<file path="src/rtl/cache_arbiter.sv">
// cache_arbiter
//   Shares the single physical-memory line port between the I-cache (reads
//   only) and the D-cache (reads and write-backs). One line transaction runs
//   at a time. The winner's address, write line and operation are latched at
//   grant and held for the whole burst. The completion is routed back to the
//   winner only.
//
//   Optional feature macro: ARB_ROUND_ROBIN_EN
//     defined   : simultaneous requests alternate; the first tie after reset
//                 goes to the D-cache.
//     undefined : fixed priority; the D-cache always wins a tie.
//
// Ports
//   clk, rst                     clock; synchronous active-low reset
//   i_read, i_address            I-cache line read request and address
//   i_rdata, i_resp              line data and one-cycle completion to I-cache
//   d_read, d_write, d_address   D-cache line request and address
//   d_wdata                      D-cache write-back line
//   d_rdata, d_resp              line data and one-cycle completion to D-cache
//   pmem_read, pmem_write        strobes to the cacheline adaptor
//   pmem_address, pmem_wdata     latched address and write line
//   pmem_rdata, pmem_resp        adaptor read data and completion pulse
module cache_arbiter #(
  parameter int LINE_W = 256,
  parameter int ADDR_W = 32
) (
  input  logic              clk,
  input  logic              rst,
  input  logic              i_read,
  input  logic [ADDR_W-1:0] i_address,
  output logic [LINE_W-1:0] i_rdata,
  output logic              i_resp,
  input  logic              d_read,
  input  logic              d_write,
  input  logic [ADDR_W-1:0] d_address,
  input  logic [LINE_W-1:0] d_wdata,
  output logic [LINE_W-1:0] d_rdata,
  output logic              d_resp,
  output logic              pmem_read,
  output logic              pmem_write,
  output logic [ADDR_W-1:0] pmem_address,
  output logic [LINE_W-1:0] pmem_wdata,
  input  logic [LINE_W-1:0] pmem_rdata,
  input  logic              pmem_resp
);

  typedef enum logic [1:0] {
    ST_IDLE    = 2'd0,
    ST_SERVE_I = 2'd1,
    ST_SERVE_D = 2'd2,
    ST_RECOVER = 2'd3
  } state_t;

  state_t            r_state;
  state_t            w_state_nxt;
  logic [ADDR_W-1:0] r_addr;
  logic [LINE_W-1:0] r_wdata;
  logic              r_op_wr;      // 1 = write-back, 0 = read
  logic              w_i_req;
  logic              w_d_req;
  logic              w_grant_i;
  logic              w_grant_d;
`ifdef ARB_ROUND_ROBIN_EN
  logic              r_rr_last_d;  // 1 = D-cache was granted last
`endif

  // The latches drive the port directly so the address/data never depend on
  // request inputs once a burst is underway.
  assign pmem_address = r_addr;
  assign pmem_wdata   = r_wdata;
  assign i_rdata      = pmem_rdata;
  assign d_rdata      = pmem_rdata;

  always_comb begin
    w_i_req     = i_read;
    w_d_req     = d_read | d_write;
    w_grant_i   = 1'b0;
    w_grant_d   = 1'b0;
    w_state_nxt = r_state;
    pmem_read   = 1'b0;
    pmem_write  = 1'b0;
    i_resp      = 1'b0;
    d_resp      = 1'b0;
    case (r_state)
      ST_IDLE: begin
        if (w_i_req && w_d_req) begin
`ifdef ARB_ROUND_ROBIN_EN
          if (r_rr_last_d) w_grant_i = 1'b1;
          else             w_grant_d = 1'b1;
`else
          w_grant_d = 1'b1;
`endif
        end else if (w_d_req) begin
          w_grant_d = 1'b1;
        end else if (w_i_req) begin
          w_grant_i = 1'b1;
        end
        if (w_grant_d)      w_state_nxt = ST_SERVE_D;
        else if (w_grant_i) w_state_nxt = ST_SERVE_I;
      end
      ST_SERVE_I: begin
        pmem_read = 1'b1;
        if (pmem_resp) begin
          i_resp      = 1'b1;
          w_state_nxt = ST_RECOVER;
        end
      end
      ST_SERVE_D: begin
        pmem_read  = ~r_op_wr;
        pmem_write = r_op_wr;
        if (pmem_resp) begin
          d_resp      = 1'b1;
          w_state_nxt = ST_RECOVER;
        end
      end
      // One dead cycle lets the finished cache drop its request so it is not
      // granted a second time on a stale request.
      ST_RECOVER: w_state_nxt = ST_IDLE;
      default:    w_state_nxt = ST_IDLE;
    endcase
  end

  always_ff @(posedge clk) begin
    if (!rst) begin
      r_state     <= ST_IDLE;
      r_addr      <= '0;
      r_wdata     <= '0;
      r_op_wr     <= 1'b0;
`ifdef ARB_ROUND_ROBIN_EN
      r_rr_last_d <= 1'b0;
`endif
    end else begin
      r_state <= w_state_nxt;
      if (w_grant_i) begin
        r_addr  <= i_address;
        r_op_wr <= 1'b0;
`ifdef ARB_ROUND_ROBIN_EN
        r_rr_last_d <= 1'b0;
`endif
      end
      if (w_grant_d) begin
        r_addr  <= d_address;
        r_wdata <= d_wdata;
        r_op_wr <= d_write;
`ifdef ARB_ROUND_ROBIN_EN
        r_rr_last_d <= 1'b1;
`endif
      end
    end
  end

endmodule

</file>
<file path="config.mk">
export PLATFORM = sky130hd
export DESIGN_NAME = cache_arbiter
export DESIGN_NICKNAME = d
export VERILOG_FILES = /design/src/rtl/cache_arbiter.sv
export SDC_FILE = /design/constraint.sdc
export NUM_CORES = 1
export LEC_CHECK = 0
export CAP_MARGIN = 40
export CORE_AREA = 2 2 539 541
export CTS_CLUSTER_SIZE = 20
export DETAILED_ROUTE_END_ITERATION = 10
export DIE_AREA = 0 0 541 543
export MAX_ROUTING_LAYER = met4
export PLACE_DENSITY = 0.3
export RECOVER_POWER = 25
export SETUP_SLACK_MARGIN = 0.15
export SLEW_MARGIN = 20
export SYNTH_ARGS = -nofsm -noshare
export SYNTH_HDL_FRONTEND = slang
export SYNTH_SLANG_ARGS = --single-unit
</file>
<file path="constraint.sdc">
create_clock -name clk -period 1.28 [get_ports clk]
set_input_delay 0.256 -clock clk [delete_from_list [all_inputs] [get_ports clk]]
set_output_delay 0.256 -clock clk [all_outputs]
set_load 0.005 [all_outputs]
</file>
==> key figures <==
Clocking
  – CTS tree: done
  – CTS HTree Levels: 2
  – Latest clock arrival within the worst-skew pair: 700 ps
  – CTS Buf Count: 47
  – Count of clock tree sinks: between 200 and 300
  – Clock root buffer: clkbuf_16
  – Maximum clock path buffer count: 3
  – Clock transition at the registers of the reported paths: 60 ps

Pwr
  – IR Drop Worst-Case VDD: 0.000949 V
  – Pwr Density: about 2200 nW/um2
  – Leakage: 12.1 nW
  – Clk network pwr share: 20.4%
  – Switching pwr: 28.1 mW
  – Reg power frac: around a fifth
  – Switch share: slightly below 40%
  – Combinational power share: about three fifths
  – Int Pwr: ~43 mW

Synth
  – Top cells by area, synth: dfxtp_1, buf_4, nand2_1
  – Number of flops mapped to enable cells by yosys: 0
  – Ys async rst share: 0%
  – Post-synthesis register bit count: just under 300
  – Synthesized area: roughly 14,000 um2
  – Synth warnings: 0
  – Main synth FF type: dfxtp_1
  – Syn_area_per_cell: between 7 and 8 um2
  – Share of the synthesized area in the top cell type: 40.3%
  – Syn Inst Count: 1,835
  – Post-synthesis sequential area ratio: between 40% and 50%
  – Distinct cells, synth: 26
  – Most area-hungry cell type in the Yosys netlist: dfxtp_1
  – Syn_nets: 2,420

STA
  – Final worst setup slack: -715 ps
  – Final setup fails: approximately 600
  – Max Slew Vio Count: 0
  – Slew @ Worst Pin: 497 ps
  – Post-layout minimum cycle time: ~2000 ps
  – RSZ-0062 raised after global routing: yes
  – F_max: 501 MHz
  – Final period util: 156%
  – Setup Skew: about 35 ps
  – Slew HR: roughly two thirds
  – Fin. Hold Viols: 0

Floorplanning
  – Total Die Area: approximately 300,000 um2
  – # IOs: approximately 1,400
  – Cell row count: approximately 200
  – Core Area: between 200,000 and 300,000 um2
  – Die width: approximately 540 um
  – Chip Height: ~540 um
  – Initial Util: approximately 5%

Critical path
  – Most frequent cell on the critical path: buf_6
  – CP Max Fanout: 2
  – Critical Path AT: about 1700 ps
  – Critical path's slowest cell: dfxtp_2
  – Critical path type: reg2out
  – CP Cell Sequence: inv_2 -> buf_6 -> ha_4 -> buf_6 -> and2_4 -> buf_12
  – Setup crit start kind: flip-flop
  – CP endpoint kind: output pin
  – Max incr delay on CP: between 300 and 400 ps
  – Worst EP required: about 1000 ps

Place
  – Port Buffers: approximately 600
  – Placed cells: approximately 5,700
  – HPWL after detailed placement: roughly 140,000 um
  – RePlAce Congestion: 0.804
  – Post-DP Area: about 24,000 um2

Detailed routing
  – DRT Wirelength: 172,000 um
  – Via count: 14,700
  – First-pass DRT Iterations: 4
  – DR vias/cell: ~2.4
  – DRT iter0 DRCs: roughly 520
  – Drt drc: 0
  – Final ANT Viol Nets: 0
  – Wire per inst: roughly 28 um

Cells and area
  – Finished Layout Cells: approximately 6,000
  – Ratio of cells with drive above 1 in the final layout: 68.9%
  – Most common cell after layout, fill and taps aside: clkdlybuf4s50_1
  – Nets@finish: ~2,800
  – Fill cells: approximately 33,000
  – Post-route cell area: roughly 33,000 um2
  – Most frequent cells in the layout: clkdlybuf4s50_1, a21oi_2, buf_12
  – Syn-to-layout area delta: 127%

Global route
  – Wire length of the first global-routing pass: 195,000 um
  – Largest net degree at the start of global routing: 56
  – Gr usage total: between 10% and 20%
  – Gr ovfl total: 0
  – Antenna violations before repair: 98
  – Number of global-route vias before repair: approximately 14,000

Run status
  – Run status: finished with violations
  – Failing checks: negative setup slack

Run
  – Max Cap Viol: 0

Worst hold path
  – Worst min path class: in2reg
==> cells by family after synthesis <==
logic type,synth area share (%)
flip-flops,40.3
buffers and inverters,30.4
AND/OR/NAND/NOR,16.7
adder cells (fa/ha/maj),0.260
AO/OA/AOI/OAI,12.3
==> worst max-delay path, delay by kind of cell (launching register included) <==
family | cells | cell delay (ps)
buffers and inverters | 4 | 390
and+or+nand+nor | 1 | 130
adders and majority gates | 1 | 150
DFF | 1 | 330
==> what timing repair did <==
action,4_1_cts,5_1_grt
pin swaps,83,225
hold buffers,23,0
setup buffers,40,112
gates resized for setup,915,1016
setup endpoints to repair,583,583
cloned,32,42
hold endpoints to repair,23,0
==> power groups by stage <==
stage	Clock (mW)	Sequential, mW	Combinational (mW)
after floorplan	0	12.9	8.50
after global placement	0	13.7	23.1
after detailed placement	0	13.7	23.0
after CTS	15.2	14.0	31.5
after global routing	15.4	14.9	44.5
final	14.4	14.6	41.6
==> cells in the mapped netlist, drive strengths merged (2+ instances only) <==
cell type    n
inv          3
o21ai       35
nand2      513
or4b        32
ha           3
dfxtp      291
o21a         2
nor2        34
buf        584
clkbuf      37
a21oi      257
nor2b        2
and2         3
a211oi      32
==> layout make-up <==
type                       instances  area, um2  share of cell area (%)
timing repair buffer             940      12500                    38.2
tap                             3781       4730                    14.5
multi-input combinational        920       7320                    22.4
antenna                           12       30.0                  0.0918
clock buffer                      67       1370                    4.19
clock inverter                    18        279                   0.853
inverter                           3       18.8                  0.0574
sequential                       291       6470                    19.8
==> worst paths after layout <==
kind	cells after the start	startpoint	endpoint	slack, ps
hold / removal	3	d_wdata[52]	pmem_wdata[52]	100
setup reg to reg	11	r_state[1]	pmem_wdata[183]	-620
hold reg to reg	2	pmem_wdata[225]	pmem_wdata[225]	450
setup / recovery	6	r_state[1]	i_resp	-710
==> layer usage <==
layer / track usage, % / vias up / part of all wire [%] / routed length (um)
li1: - / 6203 / - / -
met3: 11.2 / 544 / 22 / 37400
met4: 4.50 / 0 / 5.1 / 8810
met2: 16.4 / 1193 / 43 / 74600
met5: - / - / 0 / 0
met1: 9.15 / 6789 / 30 / 50800
==> through the flow <==
| step | hold slack [ps] | utilization, % | power (mW) | setup slack [ps] | TNS [ps] |
|---|---|---|---|---|---|
| 2_1_floorplan | 382 | - | 21.4 | 30.7 | 0 |
| 3_3_place_gp | 441 | 8.18 | 36.8 | -506 | -114410 |
| 3_5_place_dp | 447 | 8.18 | 36.7 | -531 | -124530 |
| 4_1_cts | 1.79 | 9.59 | 60.6 | -835 | -239980 |
| 5_1_grt | 57.3 | 11.4 | 74.8 | -823 | -234870 |
| 6_report | 100 | 11.4 | 70.7 | -715 | -187150 |
==> flip-flops by register name, summed over array words and instances, names as in the netlist <==
signal	flops
r_op_wr	1
r_state	2
pmem_address	32
pmem_wdata	256
(Power assumes the default switching activity.)
